===== src/rtl/ps2_host_tx.sv =====
// ps2_host_tx: host-to-device PS/2 transmitter.
// Sends one command byte to the attached keyboard: clock inhibit, request-to-send,
// LSB-first shift with odd parity and stop bit, ACK sample, then wait for an idle bus.
// A transfer ends with a one-cycle done pulse; ack_err/timeout report how it ended.
//
// Ports:
//   clk25        25 MHz master clock
//   rst          asynchronous active-high reset
//   enable       CPU clock enable qualifying writes
//   w_en, din    write strobe and command byte (accepted when w_en & enable & ~busy)
//   busy         transfer in progress
//   done         one-cycle pulse at end of transfer
//   ack_err      device did not ACK; held until the next accepted write
//   timeout      transfer aborted by timeout; held until the next accepted write
//   ps2_clk_in   raw PS/2 clock pin (asynchronous)
//   ps2_data_in  raw PS/2 data pin (asynchronous)
//   ps2_clk_oe   1 pulls the clock line low
//   ps2_data_oe  1 pulls the data line low
module ps2_host_tx #(
    parameter int unsigned INHIBIT_CYCLES = 2500,
    parameter int unsigned TIMEOUT_CYCLES = 375000
) (
    input  logic       clk25,
    input  logic       rst,
    input  logic       enable,
    input  logic       w_en,
    input  logic [7:0] din,
    output logic       busy,
    output logic       done,
    output logic       ack_err,
    output logic       timeout,
    input  logic       ps2_clk_in,
    input  logic       ps2_data_in,
    output logic       ps2_clk_oe,
    output logic       ps2_data_oe
);

    localparam int unsigned MaxCycles =
        (TIMEOUT_CYCLES > INHIBIT_CYCLES) ? TIMEOUT_CYCLES : INHIBIT_CYCLES;
    localparam int unsigned CntW = $clog2(MaxCycles + 1);

    typedef enum logic [2:0] {
        StIdle,
        StInhibit,
        StReq,
        StAck,
        StWaitIdle
    } state_e;

    state_e          state_q, state_d;
    logic [CntW-1:0] cnt_q, cnt_d;
    logic [10:0]     shift_q, shift_d;
    logic [3:0]      bit_cnt_q, bit_cnt_d;
    logic            ack_err_q, ack_err_d;
    logic            timeout_q, timeout_d;
    logic            done_q, done_d;

    // [0] first flop, [1] synced value, [2] previous synced value (clock only)
    logic [2:0] clk_sync_q;
    logic [1:0] data_sync_q;

    logic clk_sync, data_sync, clk_fall;

    assign clk_sync  = clk_sync_q[1];
    assign data_sync = data_sync_q[1];
    assign clk_fall  = clk_sync_q[2] & ~clk_sync_q[1];

    // Synchronizers reset to 1 so an idle bus never looks like a falling edge.
    always_ff @(posedge clk25 or posedge rst) begin
        if (rst) begin
            clk_sync_q  <= 3'b111;
            data_sync_q <= 2'b11;
        end else begin
            clk_sync_q  <= {clk_sync_q[1:0], ps2_clk_in};
            data_sync_q <= {data_sync_q[0], ps2_data_in};
        end
    end

    always_ff @(posedge clk25 or posedge rst) begin
        if (rst) begin
            state_q   <= StIdle;
            cnt_q     <= '0;
            shift_q   <= '1;
            bit_cnt_q <= '0;
            ack_err_q <= 1'b0;
            timeout_q <= 1'b0;
            done_q    <= 1'b0;
        end else begin
            state_q   <= state_d;
            cnt_q     <= cnt_d;
            shift_q   <= shift_d;
            bit_cnt_q <= bit_cnt_d;
            ack_err_q <= ack_err_d;
            timeout_q <= timeout_d;
            done_q    <= done_d;
        end
    end

    always_comb begin
        state_d   = state_q;
        cnt_d     = cnt_q;
        shift_d   = shift_q;
        bit_cnt_d = bit_cnt_q;
        ack_err_d = ack_err_q;
        timeout_d = timeout_q;
        done_d    = 1'b0;

        unique case (state_q)
            StIdle: begin
                if (w_en && enable) begin
                    // {stop, odd parity, data, start}
                    shift_d   = {1'b1, ~^din, din, 1'b0};
                    ack_err_d = 1'b0;
                    timeout_d = 1'b0;
                    cnt_d     = '0;
                    bit_cnt_d = '0;
                    state_d   = StInhibit;
                end
            end
            StInhibit: begin
                if (cnt_q == CntW'(INHIBIT_CYCLES - 1)) begin
                    cnt_d   = '0;
                    state_d = StReq;
                end else begin
                    cnt_d = cnt_q + CntW'(1);
                end
            end
            StReq, StAck, StWaitIdle: begin
                if (cnt_q == CntW'(TIMEOUT_CYCLES - 1)) begin
                    timeout_d = 1'b1;
                    done_d    = 1'b1;
                    state_d   = StIdle;
                end else begin
                    cnt_d = cnt_q + CntW'(1);
                    if (state_q == StReq) begin
                        if (clk_fall) begin
                            shift_d   = {1'b1, shift_q[10:1]};
                            bit_cnt_d = bit_cnt_q + 4'd1;
                            // Tenth edge puts the stop bit out, releasing data.
                            if (bit_cnt_q == 4'd9) begin
                                state_d = StAck;
                            end
                        end
                    end else if (state_q == StAck) begin
                        if (clk_fall) begin
                            ack_err_d = data_sync;
                            state_d   = StWaitIdle;
                        end
                    end else begin
                        if (clk_sync && data_sync) begin
                            done_d  = 1'b1;
                            state_d = StIdle;
                        end
                    end
                end
            end
            default: state_d = StIdle;
        endcase
    end

    assign busy        = (state_q != StIdle);
    assign done        = done_q;
    assign ack_err     = ack_err_q;
    assign timeout     = timeout_q;
    assign ps2_clk_oe  = (state_q == StInhibit);
    assign ps2_data_oe = ((state_q == StReq) || (state_q == StAck)) && !shift_q[0];

endmodule


===== config.mk =====
export PLATFORM = sky130hd
export DESIGN_NAME = ps2_host_tx
export DESIGN_NICKNAME = d
export VERILOG_FILES = /design/src/rtl/ps2_host_tx.sv
export SDC_FILE = /design/constraint.sdc
export NUM_CORES = 1
export LEC_CHECK = 0
export BUFFER_PORTS_ARGS = -buffer_cell sky130_fd_sc_hd__buf_2
export CAP_MARGIN = 20
export CORE_ASPECT_RATIO = 0.7
export CORE_UTILIZATION = 30
export CTS_CLUSTER_SIZE = 16
export DETAILED_ROUTE_END_ITERATION = 8
export GPL_ROUTABILITY_DRIVEN = 0
export RECOVER_POWER = 25
export SYNTH_ARGS = -nofsm -noshare
export SYNTH_HDL_FRONTEND = slang
export SYNTH_SLANG_ARGS = --single-unit
export TNS_END_PERCENT = 5

===== constraint.sdc =====
create_clock -name clk25 -period 2.15 [get_ports clk25]
set_input_delay 0.1075 -clock clk25 [delete_from_list [all_inputs] [get_ports clk25]]
set_output_delay 0.1075 -clock clk25 [all_outputs]
set_load 0.01 [all_outputs]

==> results of run 1 <==
[path summary, 6_finish.rpt]
kind	startpoint	endpoint	slack, ns	depth (start not counted)
setup / recovery	cnt_q[0]	cnt_q[3]	0.03	8
hold / removal	din[5]	shift_q[6]	0.14	3
setup reg to reg	cnt_q[0]	cnt_q[3]	0.03	8
hold reg to reg	data_sync_q[0]	data_sync_q[1]	0.35	0
max in group asynchronous	rst	state_q[1]	0.79	4
min in group asynchronous	rst	cnt_q[0]	0.70	4
[worst max-delay path: cells and delay by family, from the launching register on]
kind	cells	cell delay, ns
and+or+nand+nor	2	0.68
AOI/OAI and AO/OA	3	0.46
DFF	1	0.35
buffers and inverters	2	0.33
adders and majority gates	1	0.19
[layout make-up]
type,instances,area (sq um)
Fill cell,744,4590
Multi-Input combinational cell,191,1230
Sequential cell,44,1120
Timing Repair Buffer,41,277
Clock buffer,7,133
Tap cell,98,123
Inverter,10,37.5
Clock inverter,1,5.00
[flip-flops by register name (all words and copies together) (netlist names)]
name / count
shift_q: 10
data_sync_q: 2
ack_err: 1
cnt_q: 19
done: 1
clk_sync_q: 3
timeout: 1
state_q: 3
bit_cnt_q: 4
[power by group through the flow]
stage               Combinational, W  Sequential, W  Clock, W
floorplan                   0.000919        0.00119         0
CTS                          0.00128        0.00124  0.000762
detailed placement           0.00127        0.00125         0
global route                 0.00160        0.00128  0.000780
global placement             0.00125        0.00124         0
finish                       0.00144        0.00124  0.000742
[layout by cell type, fill, tap and decap left out, types with 11 or more instances in the layout]
| cell type | synthesis | routed |
|---|---|---|
| dfrtp_1 | 29 | 29 |
| nand2_1 | 28 | 28 |
| nor2_1 | 22 | 21 |
| o21ai_0 | 20 | 20 |
| buf_2 | 4 | 18 |
| dfstp_2 | 15 | 14 |
| buf_4 | 1 | 13 |
| a21oi_1 | 13 | 11 |
| a31oi_1 | 12 | 11 |
[logic make-up (layout without fill, tap and decap cells)]
kind of cell	count (synthesis)	after routing	share of synthesized area, %
compound gates	69	69	18.3
fa+ha+maj	3	3	1.57
simple gates	96	96	20.5
mux	11	11	4.65
flops	44	44	46.8
buf+inv	20	59	3.81
xor+xnor	12	12	4.39
[layer usage]
metal	wire, um	vias up
met5	0	-
li1	-	1002
met1	3010	963
met2	2290	58
met3	283	11
met4	82	0
[metrics by stage]
step,cells,hold slack [ns]
floorplan,255,0.112
global placement,377,0.214
detailed placement,377,0.216
CTS,388,0.137
global route,392,0.177
finish,392,0.141
[repair_timing]
action,4_1_cts,5_1_grt
hold endpoints to repair,31,0
gates resized for setup,0,11
endpoints found under the setup margin,0,9
setup buffers,0,2
hold buffers,3,0
==> results by group, run 1 <==
Logic synthesis
  – Asr flop ratio synth: 100%
  – Cells after Synth: about 260
  – Syn avg cell area: 9.39 sq um
  – Post-synthesis sequential area ratio: a little under half
  – Synth top area share: between 30% and 40%
  – Synthesized area: between 2000 and 2500 sq um
  – Post-synth net total: between 200 and 300
  – Main synth FF type: dfrtp_1
  – Seq cells post-synth: 44
  – Number of flops mapped to enable cells by yosys: 0
  – Top cells by area, synth: dfrtp_1, dfstp_2, nand2_1
  – Count leader, synth: dfrtp_1
  – Yosys Warn Count: 0
  – Synth cell types: between 50 and 60
  – Area leader, netlist: dfrtp_1
  – Post-synth top cells: dfrtp_1, nand2_1, nor2_1, o21ai_0, dfstp_2

Clock network
  – Sink Count: 44
  – Clk buf depth: 2
  – Clock Tree Root: clkbuf_16
  – Cts bufs inserted: 5
  – Reg clk slew, reported paths: roughly 0.060 ns
  – Worst skew pair latency: about 0.29 ns
  – CTS tree: built
  – H-tree depth: 2

Detailed routing
  – Routed WL: between 5 and 6 mm
  – Post-route ant nets: 0
  – Drt via density: around 5.2
  – Number of remaining DRC errors: 0
  – DR iter-0 viols: between 100 and 150
  – Wirelength per Cell: about 14 um
  – Vias: slightly above 2k
  – Initial DRT Pass Iterations: 4

Power and ir drop
  – Maximum vdd drop: approximately 0.46 mV
  – Switching power total: 0.00130 W
  – LEAKAGE: approximately 1.3 nW
  – Sw Ratio: 38.0%
  – Pint: 0.00212 W
  – Logic pwr share: 42.1%
  – Final Total Pwr: between 0.003 and 0.004 W
  – Power share of the sequential group: 36.3%
  – Clock power share: between 20 and 25%
  – Cell Pwr Density: between 1000 and 1500 nW/um^2

STA
  – RSZ-0062 raised after global routing: yes
  – Post-route setup TNS: 0 ns
  – Fin crit period: 2.12 ns
  – Post-route setup slack: about 0.028 ns
  – Skew final: ~0.0032 ns
  – Final period util: 98.7%
  – Final Max Slew Viols: 0
  – Worst slew margin: between 20% and 30%
  – Final Hold Fails: 0
  – Max Freq: 0.471 GHz
  – # setup viols final: 0
  – Worst Tran Pin Value: 1.08 ns

Cells and area
  – Area Growth Syn to Fin: 22.2%
  – Final net count: 310
  – Number of antenna diodes: 0
  – Share of post-route cells with drive strength above 1: approximately a quarter
  – Final Cell Area: 2930 sq um
  – Finished Core Util: 38.9%

Setup path
  – Crit Path Max Fanout: 5
  – Most numerous cell on the critical path: buf_6
  – Worst path max stage delay: 0.48 ns
  – CP max-delay cell: or4b_4
  – CP Class: flip-flop to flip-flop
  – Critical Path AT: approximately 2.3 ns
  – Required @ worst endpoint: approximately 2.3 ns
  – CP Cell Sequence: ha_2 > or4b_4 > nor3_4 > buf_6 > a31oi_4 > buf_6 > a221oi_4 > o22ai_1
  – CP endpoint kind: flip-flop
  – Crit path launch type: flip-flop

GRT
  – Largest net degree at the start of global routing: 45
  – First-pass GRT wire length: 9.31 mm
  – GR Layer Usage met3: ~3.1%
  – Met2 Track Usage GR: 19.0%
  – GRT overflow: 0
  – Met1 usage: 22.1%
  – Initial antenna violation count: 0
  – GRT Util Overall: between 10% and 20%
  – Vias in the first global route: 1897
  – Gr busiest metal: met1

Placed design
  – I/O Buffers: 19
  – Post-DP HPWL: 3.80 mm
  – Worst slack, placed: 0.0530 ns
  – Placed cell areas: between 2000 and 3000 sq um

Floorplanning
  – Ports: 20
  – # rows: 26
  – Die width: around 110 um
  – DIE AREA: 8350 sq um
  – Die Ht: 76.8 um
  – Initial core utilization: roughly a third
  – Core area: between 7000 and 8000 sq um

Flow run
  – Max Cap Viol: 0

Outcome
  – Outcome: finished clean

Hold path
  – Hold WC Path Type: primary input to flip-flop
(Power assumes the default switching activity.)
==> run 2, diff against run 1 <==
--- a/config.mk
+++ b/config.mk
@@ -9,6 +9,7 @@
 export CAP_MARGIN = 20
 export CORE_ASPECT_RATIO = 0.7
 export CORE_UTILIZATION = 30
+export CTS_CLUSTER_DIAMETER = 100
 export CTS_CLUSTER_SIZE = 16
 export DETAILED_ROUTE_END_ITERATION = 8
 export GPL_ROUTABILITY_DRIVEN = 0
==> constraint.sdc (replaced) <==
create_clock -name clk25 -period 2.15 [get_ports clk25]
set_input_delay 0.43 -clock clk25 [delete_from_list [all_inputs] [get_ports clk25]]
set_output_delay 0.43 -clock clk25 [all_outputs]
set_load 0.01 [all_outputs]
==> run 2 against run 1 <==
Effect of this change: the run now ends with setup timing left; worst setup slack worse by 0.030 ns; register-to-register slack lost 0.03 ns; maximum frequency decreased by 1.4%; worst hold slack got worse by 0.016 ns; final cell count grew 0.51%; non-clock buffer count increased by 2; clock skew increased by 0.0084 ns; critical path type unchanged; largest power group unchanged.
==> results by group, run 2 (same netlist as run 1, synthesis figures left out) <==
Cells and area
  – Biggest regs: cnt_q: 19 flops, shift_q: 10 flops, bit_cnt_q: 4 flops
  – Final net count: approximately 310
  – Max FFs per register: 19
  – Number of antenna diodes: 0
  – Reg with most FFs: cnt_q
  – Share of post-route cells with drive strength above 1: 26.7%
  – Sequential cell area: 1120 sq um
  – Multi-input gate area: about 1200 sq um
  – Most frequent cells in the layout: dfrtp_1, nand2_1, buf_4
  – Most common cell after layout, fill and taps aside: dfrtp_1
  – # fillers: roughly 720
  – Final Cell Area: around 2900 sq um
  – Area Growth Syn to Fin: 21.2%

Floorplanning
  – Initial core utilization: a little under a third
  – Die Ht: 76.8 um
  – Core area: 7510 sq um
  – # rows: 26
  – DIE AREA: 8350 sq um
  – Ports: 20
  – Die width: 109 um

Power and ir drop
  – Switching power total: about 0.0013 W
  – Power share of the sequential group: 36.1%
  – LEAKAGE: about 1.3 nW
  – Cell Pwr Density: 1150 nW/um^2
  – Pint: 0.00209 W
  – Clock power share: a little under a quarter
  – Maximum vdd drop: between 0.4 and 0.5 mV
  – Sw Ratio: 37.5%
  – Logic pwr share: a little over 40%

Outcome
  – Failing checks: setup timing
  – Outcome: finished with violations

Setup path
  – Required @ worst endpoint: between 2 and 2.5 ns
  – Critical Path AT: 2.34 ns
  – CP Class: flip-flop to flip-flop
  – Crit path launch type: flip-flop
  – Worst path max stage delay: roughly 0.48 ns
  – Crit Path Max Fanout: 5
  – CP max-delay cell: or4b_4
  – CP Cell Sequence: ha_1 > or4b_4 > nor3_4 > a21oi_1 > a211o_1 > a22o_1
  – CP endpoint kind: flip-flop

Detailed routing
  – Post-route ant nets: 0
  – Wirelength per Cell: approximately 14 um
  – Drt via density: around 5.1
  – Number of remaining DRC errors: 0
  – Routed WL: between 5 and 6 mm
  – Vias: roughly 2.0k
  – DR iter-0 viols: around 170
  – Initial DRT Pass Iterations: 4

Clock network
  – Clock Tree Root: clkbuf_16
  – Cts repair resizes: 0
  – Number of setup buffers added after CTS: 0
  – Hold Buf Count CTS: 0
  – Cts bufs inserted: 5
  – H-tree depth: 2
  – Clk buf depth: 2
  – Sink Count: 44
  – Worst skew pair latency: approximately 0.30 ns
  – CTS tree: built
  – Reg clk slew, reported paths: about 0.070 ns

STA
  – Post-route setup slack: -0.00269 ns
  – Worst hold slack: between 0.1 and 0.15 ns
  – Worst Tran Pin Value: slightly below 0.6 ns
  – Final Max Slew Viols: 0
  – Final Hold Fails: 0
  – Final period util: 100%
  – Fin crit period: between 2 and 2.5 ns
  – Skew final: 0.0115 ns
  – Worst slew margin: 60.1%
  – RSZ-0062 raised after global routing: yes
  – # setup viols final: 1
  – Max Freq: ~0.46 GHz

GRT
  – Largest net degree at the start of global routing: 18
  – GRT Util Overall: between 10% and 20%
  – Initial antenna violation count: 0
  – Vias in the first global route: around 1.9k
  – GRT overflow: 0
  – First-pass GRT wire length: around 9.5 mm

Placed design
  – Placed cell areas: about 2700 sq um
  – I/O Buffers: 19
  – Post-DP HPWL: 3.99 mm

Hold path
  – Hold WC Path Type: primary input to async pin

Flow run
  – Max Cap Viol: 0
run 2: cell types whose count changed in the layout (fill, tap and decap cells not counted), moves of 2 or more:
cell / delta
buf_4: +11
dlygate4sd3_1: -3
buf_6: -2
clkbuf_1: -4
run 2: per-stage QoR:
stage               instances  worst slack (ns)  TNS (ns)  util (%)  total power (W)
floorplan                 255             0.129         0         -          0.00211
global placement          386             0.112         0      36.4          0.00254
detailed placement        386            0.0720         0      36.4          0.00256
CTS                       394            0.0443         0      38.3          0.00334
global route              394           -0.0787    -0.757      38.6          0.00359
finish                    394          -0.00269  -0.00269      38.6          0.00335
run 2: critical path, delay by kind of cell, from the launching register on:
kind,cells,cell delay [ns]
AND/OR/NAND/NOR,2,0.80
AO/OA/AOI/OAI,3,0.74
flip-flops,1,0.36
adder cells (fa/ha/maj),1,0.17
run 2: power by group through the flow:
| stage | Combinational [W] | Clock, W | Sequential [W] |
|---|---|---|---|
| finish | 0.00139 | 0.000757 | 0.00121 |
| CTS | 0.00135 | 0.000782 | 0.00121 |
| global placement | 0.00132 | 0 | 0.00122 |
| global route | 0.00154 | 0.000802 | 0.00124 |
| floorplan | 0.000919 | 0 | 0.00119 |
| detailed placement | 0.00134 | 0 | 0.00122 |
run 2: path summary, 6_finish.rpt:
| kind | to | start | slack [ns] | cells after the start |
|---|---|---|---|---|
| setup reg to reg | state_q[0] | cnt_q[1] | -0.003 | 6 |
| setup / recovery | state_q[0] | cnt_q[1] | -0.003 | 6 |
| hold / removal | bit_cnt_q[3] | rst | 0.12 | 2 |
| hold reg to reg | clk_sync_q[1] | clk_sync_q[0] | 0.36 | 0 |
| max in group asynchronous | cnt_q[7] | rst | 1.41 | 3 |
| min in group clk25 | data_sync_q[0] | ps2_data_in | 0.23 | 1 |
run 2: layout make-up:
type / count / area share, %
Clock inverter: 2 / 0.431
Timing Repair Buffer: 43 / 9.48
Clock buffer: 6 / 4.44
Inverter: 10 / 1.29
Tap cell: 98 / 4.22
Sequential cell: 44 / 38.6
Multi-Input combinational cell: 191 / 41.6
run 2: per-layer routing:
metal  up-vias  wire length (um)  track usage (%)  share of wire (%)
met4         0                99             5.68                1.8
met2        31              2130             18.8                 39
met5         -                 0                0                  0
met3         8               189             3.57                3.4
met1       964              3090             22.9                 56
li1       1003                 -                -                  -
==> run 3, diff against run 2 <==
==> constraint.sdc (replaced) <==
create_clock -name clk25 -period 1.8 [get_ports clk25]
set_input_delay 0.36 -clock clk25 [delete_from_list [all_inputs] [get_ports clk25]]
set_output_delay 0.36 -clock clk25 [all_outputs]
set_load 0.01 [all_outputs]
==> run 3 against run 2 <==
Effect of this change: the flow still finishes with violations (setup timing); largest cell class unchanged; utilization is 2.1 points higher; non-clock buffer count is 19 higher; maximum frequency is 7.0% higher; routed wire length is 0.15% higher; clock-buffer cell count stayed put; critical path type unchanged; final cell count is 4.8% higher; sequential share of layout area is 2.0 points lower; worst hold slack better by 0.049 ns.
==> results by group, run 3 (same netlist as run 1, synthesis figures left out) <==
Outcome
  – Outcome: finished with violations
  – Failing checks: setup timing

Cells and area
  – Reg with most FFs: cnt_q
  – Area Growth Syn to Fin: 27.7%
  – Sequential cell area: around 1100 sq um
  – Biggest regs: cnt_q: 19 flops, shift_q: 10 flops, bit_cnt_q: 4 flops
  – Max FFs per register: 19
  – # fillers: 747
  – Share of post-route cells with drive strength above 1: a little under a third
  – Number of antenna diodes: 0
  – Final net count: approximately 330
  – Finished Core Util: around two fifths
  – Multi-input gate area: between 1000 and 1500 sq um
  – Most common cell after layout, fill and taps aside: buf_4
  – Most frequent cells in the layout: buf_4, dfrtp_1, nand2_1

GRT
  – GR Layer Usage met3: roughly 3.6%
  – Vias in the first global route: approximately 1.9k
  – Largest net degree at the start of global routing: 45
  – Met1 usage: between 20% and 30%
  – First-pass GRT wire length: 9.39 mm
  – GRT Util Overall: between 10 and 15%
  – Gr busiest metal: met1
  – Met2 Track Usage GR: 19.1%
  – Initial antenna violation count: 0
  – GRT overflow: 0

STA
  – RSZ-0062 raised after global routing: yes
  – Post-route setup slack: -0.211 ns
  – Final Max Slew Viols: 0
  – Worst slew margin: 26.3%
  – Worst Tran Pin Value: between 1 and 1.5 ns
  – Post-route setup TNS: -4.87 ns
  – Skew final: 0.00461 ns
  – Final Hold Fails: 0
  – # setup viols final: 37
  – Worst hold slack: approximately 0.17 ns
  – Fin crit period: 2.01 ns
  – Max Freq: between 0.4 and 0.5 GHz
  – Final period util: 112%

Setup path
  – RR Startpoint: cnt_q[17]
  – CP Class: flip-flop to flip-flop
  – Worst setup endpoint: cnt_q[3]
  – Crit path from: cnt_q[17]
  – Crit Path Max Fanout: 5
  – Reg2Reg Depth: 6
  – Required @ worst endpoint: about 2.0 ns
  – Setup slack, reg-to-reg: -0.21 ns
  – Critical Path AT: ~2.2 ns
  – CP endpoint kind: flip-flop
  – RR Endpoint: cnt_q[3]
  – Crit path launch type: flip-flop

Detailed routing
  – Routed WL: approximately 5.5 mm
  – Drt via density: approximately 5
  – Initial DRT Pass Iterations: 4
  – DR iter-0 viols: 109
  – Vias: 2020
  – Number of remaining DRC errors: 0
  – Post-route ant nets: 0
  – Wirelength per Cell: 13.4 um

Power and ir drop
  – Maximum vdd drop: 0.679 mV
  – Cell Pwr Density: between 1000 and 1500 nW/um^2
  – LEAKAGE: around 1.4 nW

Clock network
  – Hold Buf Count CTS: 0
  – CTS tree: built
  – Clock Tree Root: clkbuf_16
  – H-tree depth: 2
  – Clk buf depth: 2
  – Sink Count: 44
  – Cts bufs inserted: 5
  – Reg clk slew, reported paths: 0.06 ns
  – Number of setup buffers added after CTS: 0
  – Worst skew pair latency: about 0.28 ns

Floorplanning
  – DIE AREA: ~8300 sq um
  – # rows: 26
  – Ports: 20
  – Initial core utilization: between 30% and 40%
  – Die width: 109 um
  – Die Ht: 76.8 um
  – Core area: between 7000 and 8000 sq um

Placed design
  – I/O Buffers: 19
  – Post-DP HPWL: around 4.1 mm
  – Worst slack, placed: -0.232 ns

Flow run
  – Max Cap Viol: 0

Hold path
  – Hold WC Path Type: primary input to flip-flop
-- run 3: changes by cell type in the layout (fill, tap and decap cells not counted), sizes merged --
cell    change
clkbuf      +1
buf        +18
-- run 3: stage by stage --
stage / instance area (sq um) / instances / total power, W
3_5_place_dp: 2910 / 405 / 0.00325
2_1_floorplan: 2390 / 255 / 0.00252
3_3_place_gp: 2910 / 405 / 0.00323
5_1_grt: 3060 / 413 / 0.00446
6_report: 3060 / 413 / 0.00417
4_1_cts: 3070 / 413 / 0.00420
-- run 3: area by class of cell --
class | count | share of cell area [%]
Clock buffer | 6 | 4.21
Clock inverter | 2 | 0.409
Inverter | 10 | 1.23
Multi-Input combinational cell | 191 | 39.6
Sequential cell | 44 | 36.6
Tap cell | 98 | 4.01
Timing Repair Buffer | 62 | 14.0
-- run 3: worst max-delay path, stage by stage, from the launching register on --
cell and delay, ns:
dfrtp_1 0.38, or4b_4 0.55, nor3_4 0.29, a31oi_2 0.18
buf_4 0.17, a221oi_2 0.22, o22ai_1 0.10
-- run 3: power breakdown --
part	leakage [nW]	internal [W]	switching (W)
clock network	0.0669	0.000512	0.000367
registers	0.554	0.00128	0.000141
logic	0.801	0.000876	0.000997
-- run 3: worst min-delay path by stage --
stage,startpoint,to,slack (ns),depth (start not counted)
after floorplan,clk_sync_q[0],clk_sync_q[1],0.35,0
after global placement,data_sync_q[0],data_sync_q[1],0.35,0
after detailed placement,data_sync_q[0],data_sync_q[1],0.35,0
after CTS,rst,cnt_q[5],0.11,3
after global routing,ps2_clk_in,clk_sync_q[0],0.16,1
final,ps2_clk_in,clk_sync_q[0],0.17,1
-- run 3: per-layer routing --
layer  wire [um]  up-vias
li1            -     1046
met3         272        5
met4          34        0
met5           0        -
met2        2210       39
met1        3000      930
-- run 3: timing repair --
item,in CTS,in global routing
gates cloned,0,0
resized for setup,7,0
pin swaps,4,0
setup endpoints to repair,37,38
